**config.mk**
```make
export PLATFORM = sky130hd
export DESIGN_NAME = key_conditioner_flat
export DESIGN_NICKNAME = d
export VERILOG_FILES = /design/src/rtl/key_conditioner_if.sv /design/src/rtl/key_conditioner.sv /design/src/flat_wrapper.sv
export SDC_FILE = /design/constraint.sdc
export NUM_CORES = 1
export LEC_CHECK = 0
export ABC_AREA = 1
export BUFFER_PORTS_ARGS = -buffer_cell sky130_fd_sc_hd__buf_2
export CAP_MARGIN = 10
export CORE_ASPECT_RATIO = 1.75
export CORE_UTILIZATION = 55
export DETAILED_ROUTE_END_ITERATION = 16
export PLACE_DENSITY = 0.71
export SLEW_MARGIN = 20
export SYNTH_ARGS = -nofsm -noshare
export SYNTH_HDL_FRONTEND = slang
export SYNTH_SLANG_ARGS = --single-unit
```
**constraint.sdc**
```tcl
create_clock -name clk -period 2.6 [get_ports clk]
set_clock_uncertainty 0.15 [all_clocks]
set_input_delay 0.78 -clock clk [delete_from_list [all_inputs] [get_ports clk]]
set_output_delay 0.78 -clock clk [all_outputs]
set_load 0.005 [all_outputs]
```
**src/rtl/key_conditioner_if.sv**
```systemverilog
// key_conditioner_if: raw button inputs and conditioned key outputs.
// Latency: none, this is only a bundle of wires.
// Backpressure: none. The strobes are fire-and-forget pulses.
interface key_conditioner_if #(
  parameter int N_KEYS = 5
);
  logic [N_KEYS-1:0] keys_raw;
  logic [N_KEYS-1:0] key_level;
  logic [N_KEYS-1:0] key_press;
  logic [N_KEYS-1:0] key_release;
  logic [N_KEYS-1:0] key_repeat;
  logic [N_KEYS-1:0] key_strobe;

  // Board side: drives the buttons and consumes the conditioned outputs.
  modport master (
    output keys_raw,
    input  key_level, key_press, key_release, key_repeat, key_strobe
  );

  // Conditioner side.
  modport slave (
    input  keys_raw,
    output key_level, key_press, key_release, key_repeat, key_strobe
  );
endinterface

```
**src/rtl/key_conditioner.sv**
```systemverilog
// key_conditioner: per-key synchronizer, debouncer, and press/release/auto-repeat strobes.
// Latency: DEBOUNCE_CYCLES+2 cycles from a clean raw change to key_level and press/release.
// Backpressure: none. Strobes last one cycle, so consumers must sample every cycle.
module key_conditioner #(
  parameter int N_KEYS          = 5,
  parameter bit ACTIVE_LOW      = 1'b1,
  parameter int DEBOUNCE_CYCLES = 1_000_000,
  parameter bit REPEAT_EN       = 1'b1,
  parameter int REPEAT_DELAY    = 25_000_000,
  parameter int REPEAT_RATE     = 5_000_000
) (
  input logic              clk,
  input logic              reset_n,
  key_conditioner_if.slave kif
);
  localparam int CNT_W  = (DEBOUNCE_CYCLES > 1) ? $clog2(DEBOUNCE_CYCLES) : 1;
  localparam int RT_MAX = (REPEAT_DELAY > REPEAT_RATE) ? REPEAT_DELAY : REPEAT_RATE;
  localparam int RT_W   = (RT_MAX > 1) ? $clog2(RT_MAX) : 1;

  localparam logic [CNT_W-1:0] CNT_LAST   = CNT_W'(DEBOUNCE_CYCLES - 1);
  localparam logic [RT_W-1:0]  DELAY_LAST = RT_W'(REPEAT_DELAY - 1);
  localparam logic [RT_W-1:0]  RATE_LAST  = RT_W'(REPEAT_RATE - 1);

  typedef enum logic [1:0] {
    IDLE   = 2'd0,
    DELAY  = 2'd1,
    REPEAT = 2'd2
  } rep_state_e;

  logic [N_KEYS-1:0] raw_pressed;
  logic [N_KEYS-1:0] sync1_q;
  logic [N_KEYS-1:0] sync2_q;
  logic [N_KEYS-1:0] level_w;
  logic [N_KEYS-1:0] press_w;
  logic [N_KEYS-1:0] release_w;
  logic [N_KEYS-1:0] repeat_w;

  // Normalise polarity up front so every later stage treats pressed as 1.
  assign raw_pressed = kif.keys_raw ^ {N_KEYS{ACTIVE_LOW}};

  // Two-flop synchronizer. Both flops reset to 0, the released state.
  always_ff @(posedge clk or negedge reset_n) begin
    if (!reset_n) begin
      sync1_q <= '0;
      sync2_q <= '0;
    end else begin
      sync1_q <= raw_pressed;
      sync2_q <= sync1_q;
    end
  end

  for (genvar i = 0; i < N_KEYS; i++) begin : g_key
    logic             stable_q;
    logic             stable_d;
    logic [CNT_W-1:0] cnt_q;
    logic [CNT_W-1:0] cnt_d;
    logic             press_q;
    logic             release_q;
    logic             repeat_q;
    logic [RT_W-1:0]  rt_q;
    rep_state_e       state_q;
    logic             rise;
    logic             fall;

    // Debounce: accept a new value only after it has disagreed with stable for DEBOUNCE_CYCLES edges in a row.
    always_comb begin
      stable_d = stable_q;
      cnt_d    = '0;
      if (sync2_q[i] != stable_q) begin
        if (cnt_q == CNT_LAST) begin
          stable_d = ~stable_q;
        end else begin
          cnt_d = cnt_q + CNT_W'(1);
        end
      end
    end

    // Edges are taken from the next state, so each strobe lands in the same cycle as the new level.
    assign rise = stable_d & ~stable_q;
    assign fall = ~stable_d & stable_q;

    // Debounce state plus registered press/release strobes.
    always_ff @(posedge clk or negedge reset_n) begin
      if (!reset_n) begin
        stable_q  <= 1'b0;
        cnt_q     <= '0;
        press_q   <= 1'b0;
        release_q <= 1'b0;
      end else begin
        stable_q  <= stable_d;
        cnt_q     <= cnt_d;
        press_q   <= rise;
        release_q <= fall;
      end
    end

    // Auto-repeat FSM. A release takes priority, so no repeat fires in the cycle the key lets go.
    always_ff @(posedge clk or negedge reset_n) begin
      if (!reset_n) begin
        state_q  <= IDLE;
        rt_q     <= '0;
        repeat_q <= 1'b0;
      end else begin
        repeat_q <= 1'b0;
        case (state_q)
          IDLE: begin
            if (rise) begin
              state_q <= DELAY;
              rt_q    <= '0;
            end
          end
          DELAY: begin
            if (fall) begin
              state_q <= IDLE;
            end else if (rt_q == DELAY_LAST) begin
              repeat_q <= REPEAT_EN;
              rt_q     <= '0;
              state_q  <= REPEAT;
            end else begin
              rt_q <= rt_q + RT_W'(1);
            end
          end
          REPEAT: begin
            if (fall) begin
              state_q <= IDLE;
            end else if (rt_q == RATE_LAST) begin
              repeat_q <= REPEAT_EN;
              rt_q     <= '0;
            end else begin
              rt_q <= rt_q + RT_W'(1);
            end
          end
          default: begin
            state_q <= IDLE;
            rt_q    <= '0;
          end
        endcase
      end
    end

    assign level_w[i]   = stable_q;
    assign press_w[i]   = press_q;
    assign release_w[i] = release_q;
    assign repeat_w[i]  = repeat_q;
  end

  assign kif.key_level   = level_w;
  assign kif.key_press   = press_w;
  assign kif.key_release = release_w;
  assign kif.key_repeat  = repeat_w;
  // Press and repeat are already registered, so this OR adds no extra cycle.
  assign kif.key_strobe  = press_w | repeat_w;

endmodule
```
**src/flat_wrapper.sv**
```systemverilog
// flat-port wrapper written by rule: the top's interface ports become plain ports
module key_conditioner_flat 
#(
  parameter int N_KEYS          = 5,
  parameter bit ACTIVE_LOW      = 1'b1,
  parameter int DEBOUNCE_CYCLES = 1_000_000,
  parameter bit REPEAT_EN       = 1'b1,
  parameter int REPEAT_DELAY    = 25_000_000,
  parameter int REPEAT_RATE     = 5_000_000
)
  (clk, reset_n, kif_keys_raw, kif_key_level, kif_key_press, kif_key_release, kif_key_repeat, kif_key_strobe);
  key_conditioner_if #(.N_KEYS(N_KEYS)) kif_i ();
  input logic clk;
  input logic reset_n;
  input wire logic [$bits(kif_i.keys_raw)-1:0] kif_keys_raw;
  output wire logic [$bits(kif_i.key_level)-1:0] kif_key_level;
  output wire logic [$bits(kif_i.key_press)-1:0] kif_key_press;
  output wire logic [$bits(kif_i.key_release)-1:0] kif_key_release;
  output wire logic [$bits(kif_i.key_repeat)-1:0] kif_key_repeat;
  output wire logic [$bits(kif_i.key_strobe)-1:0] kif_key_strobe;
  assign kif_i.keys_raw = kif_keys_raw;
  assign kif_key_level = kif_i.key_level;
  assign kif_key_press = kif_i.key_press;
  assign kif_key_release = kif_i.key_release;
  assign kif_key_repeat = kif_i.key_repeat;
  assign kif_key_strobe = kif_i.key_strobe;
  key_conditioner #(.N_KEYS(N_KEYS), .ACTIVE_LOW(ACTIVE_LOW), .DEBOUNCE_CYCLES(DEBOUNCE_CYCLES), .REPEAT_EN(REPEAT_EN), .REPEAT_DELAY(REPEAT_DELAY), .REPEAT_RATE(REPEAT_RATE)) u_core (.clk(clk), .reset_n(reset_n), .kif(kif_i));
endmodule
```
==> metrics.txt <==
status complete, but fails checks; failing checks design-rule violations; post-synthesis sequential area ratio a little under two fifths; CP startpoint kind register; Gate power share under 10%; clock share of power roughly half; register area between 6000 and 7000 um^2; Post-synth top cells 802 x nand2_1, 441 x nor2_1, 353 x inv_1; ranking of synthesized cells by area dfrtp_1 37%, nand2_1 17%, nor2_1 9.3%; slowest stage cell on the critical path a21oi_1; I/O Buffers 31; I/O pin count 32; core box area ~32000 um^2; synthesized area 17900 um^2; Total GRT Usage between 20 and 30%; Synth cell types 49; post-synth net total 2775; Syn Inst Count about 2700; achievable frequency 429 MHz; YS warnings 0; switching share of power a little over a fifth; Post-synth EDFFs 0; Worst-Skew Late Latency 570 ps; fill count just over 3000; async set-reset flop share out of synthesis 100%; P_leak roughly 0.0094 uW; Final Power ~8700 uW; worst-path fanout max 6; global-route wire length before repair approximately 80000 um; RD Place Congestion ~0.99; worst-margin pin slew 710 ps; CP endpoint kind register; Final Hold Viols 0; Setup-failing EPs final 0; Routed WL per cell about 15 um; height of the die 240 um; number of synthesized register bits 265; worst hold slack ~200 ps; pin count of the biggest net entering global routing 58; remaining antenna violation count after routing 0; Root Buffer clkbuf_16; crit-path cells ha_1, nand2_1, nor2_1, nand2_1, inv_1, nand4_1, nand2_1, nand2_1, a21oi_1, nor2_1; n_diodes 0; initial antenna violation count 0; count leader, synth nand2_1; via/cell ratio roughly 5.5; Slew headroom between 50% and 60%; H-Tree Level Count 1; part of the cycle the worst path needs between 80% and 90%; Rows 87; Reg clk slew, reported paths around 60 ps; sequential cell fraction of total power between 40% and 50%; worst path required time between 2000 and 3000 ps; # resized after CTS 0; P_int 6790 uW; final count of pins violating max slew 0; top cell type's share of synthesized area 37.1%; HPWL after detailed placement about 36000 um; post-layout min period between 2000 and 2500 ps; max-cap viol count 0; clock buffer depth 3; cts-stage hold buffer count 1; area of the multi-input gates about 9400 um^2; Worst VDD drop approximately 0.00055 V; CTS Sinks between 200 and 300; share of post-route cells with drive strength above 1 roughly 5.8%; Final #Nets 2808; CTS buffer count 29; drt drc 4; Via Count ~18000; Critical Path Max Stage Delay 480 ps; CTS tree yes; Starting Density 55.6%; worst min-delay path class input port to register; PwrDens approximately 450 nW/um^2; Setup TNS 0 ps; initial drt markers 900; GRT overflow 0; Post-synth top flop dfrtp_1; RSZ-0062 raised after global routing no; area added between synthesis and finish 8.92%; post-CTS setup buffers 0; Sw Pwr 1900 uW; TritonRoute pass-1 iters 11; Crit path arrival time roughly 2600 ps; Most common cell on crit path nand2_1; die area approximately 33000 um^2; CP Class register to register; vias in the first global route approximately 17000; die width roughly 140 um; Routed WL around 48000 um; area leader, netlist dfrtp_1; Syn Area/Cell 6.51 um^2
[layout by cell type, fill, tap and decap left out, types with 3 or more instances in the layout]
cell and instances:
nor2_4 3, xnor2_1 6, clkinvlp_4 3, clkbuf_1 5
inv_2 4, nand2_1 802, inv_1 353, nand4_1 123
nor3b_1 10, a211oi_1 8, clkbuf_16 29, nand3b_1 6
nor4_1 3, nor3_1 57, bufinv_16 5, o21ai_1 21
nor2_1 441, nor2_2 3, xor2_1 40, buf_2 30
o21a_1 3, nand2_2 8, o211ai_1 6, or2_2 9
nand3_1 299, a31oi_1 5, o21bai_1 9, buf_12 3
o21ai_0 65, ha_1 25, a21oi_1 69, dfrtp_1 265
clkinv_2 5, buf_4 44
[sequential cells by signal, indices dropped and copies added, names as in the netlist]
register / flops
u_core.g_key.press_q: 5
u_core.sync2_q: 5
u_core.g_key.cnt_q: 100
u_core.g_key.repeat_q: 5
u_core.g_key.release_q: 5
u_core.sync1_q: 5
u_core.g_key.stable_q: 5
u_core.g_key.rt_q: 125
u_core.g_key.state_q: 10
[layout make-up]
cell class	instances	share of cell area, %
multi-input cells	2042	48.5
flip-flops and latches	265	34.1
inverters	359	6.94
clock buffers	36	3.97
repair buffers	79	2.91
well taps	400	2.57
clock inverters	14	1.06
[logic make-up after synthesis]
kind of cell    share of synthesized area [%]
buf+inv                                  10.1
compound gates                           6.00
fa+ha+maj                                1.75
flops                                    37.1
xor+xnor                                 2.26
simple gates                             42.8
[per-layer routing]
metal  track usage (%)  share of wire, %  wire (um)
met4              17.4               5.4       2600
met5                 0                 0          0
met2              58.3                55      26300
met1              28.4                37      17500
met3              2.77               3.0       1450
[metrics by stage]
step / worst slack, ps / cells / instance area, um^2 / utilization (%)
3_3_place_gp: 391 / 3144 / 18500 / 57.5
4_1_cts: 257 / 3195 / 19500 / 60.6
5_1_grt: 40.9 / 3195 / 19500 / 60.6
3_5_place_dp: 260 / 3144 / 18500 / 57.5
6_report: 272 / 3195 / 19500 / 60.6
2_1_floorplan: 653 / 2743 / 17900 / -
[worst max-delay path, delay by kind of cell (launching register included)]
kind                       cells  cell delay (ps)
and+or+nand+nor                7              840
DFF                            1              420
AOI/OAI and AO/OA              1              480
buffers and inverters          1               80
adders and majority gates      1              210
[path summary, 6_finish.rpt]
| path | endpoint | startpoint | cells after the start | slack [ps] |
|---|---|---|---|---|
| min in group asynchronous | u_core.g_key[4].cnt_q[5] | reset_n | 2 | 560 |
| max in group asynchronous | u_core.g_key[4].rt_q[11] | reset_n | 3 | 1100 |
| setup / recovery | u_core.g_key[1].rt_q[20] | u_core.g_key[1].rt_q[0] | 10 | 270 |
| setup reg to reg | u_core.g_key[1].rt_q[20] | u_core.g_key[1].rt_q[0] | 10 | 270 |
| hold / removal | u_core.sync1_q[4] | kif_keys_raw[4] | 2 | 200 |
| hold reg to reg | u_core.sync2_q[4] | u_core.sync1_q[4] | 0 | 200 |
[power by group through the flow]
stage	clock network [uW]	logic, uW	registers [uW]
2_1_floorplan	0	63.5	4240
3_3_place_gp	0	194	4240
3_5_place_dp	0	200	4250
4_1_cts	4440	202	4170
5_1_grt	4580	225	4170
6_report	4320	193	4170
No activity file was read; power rests on OpenSTA's default activity.
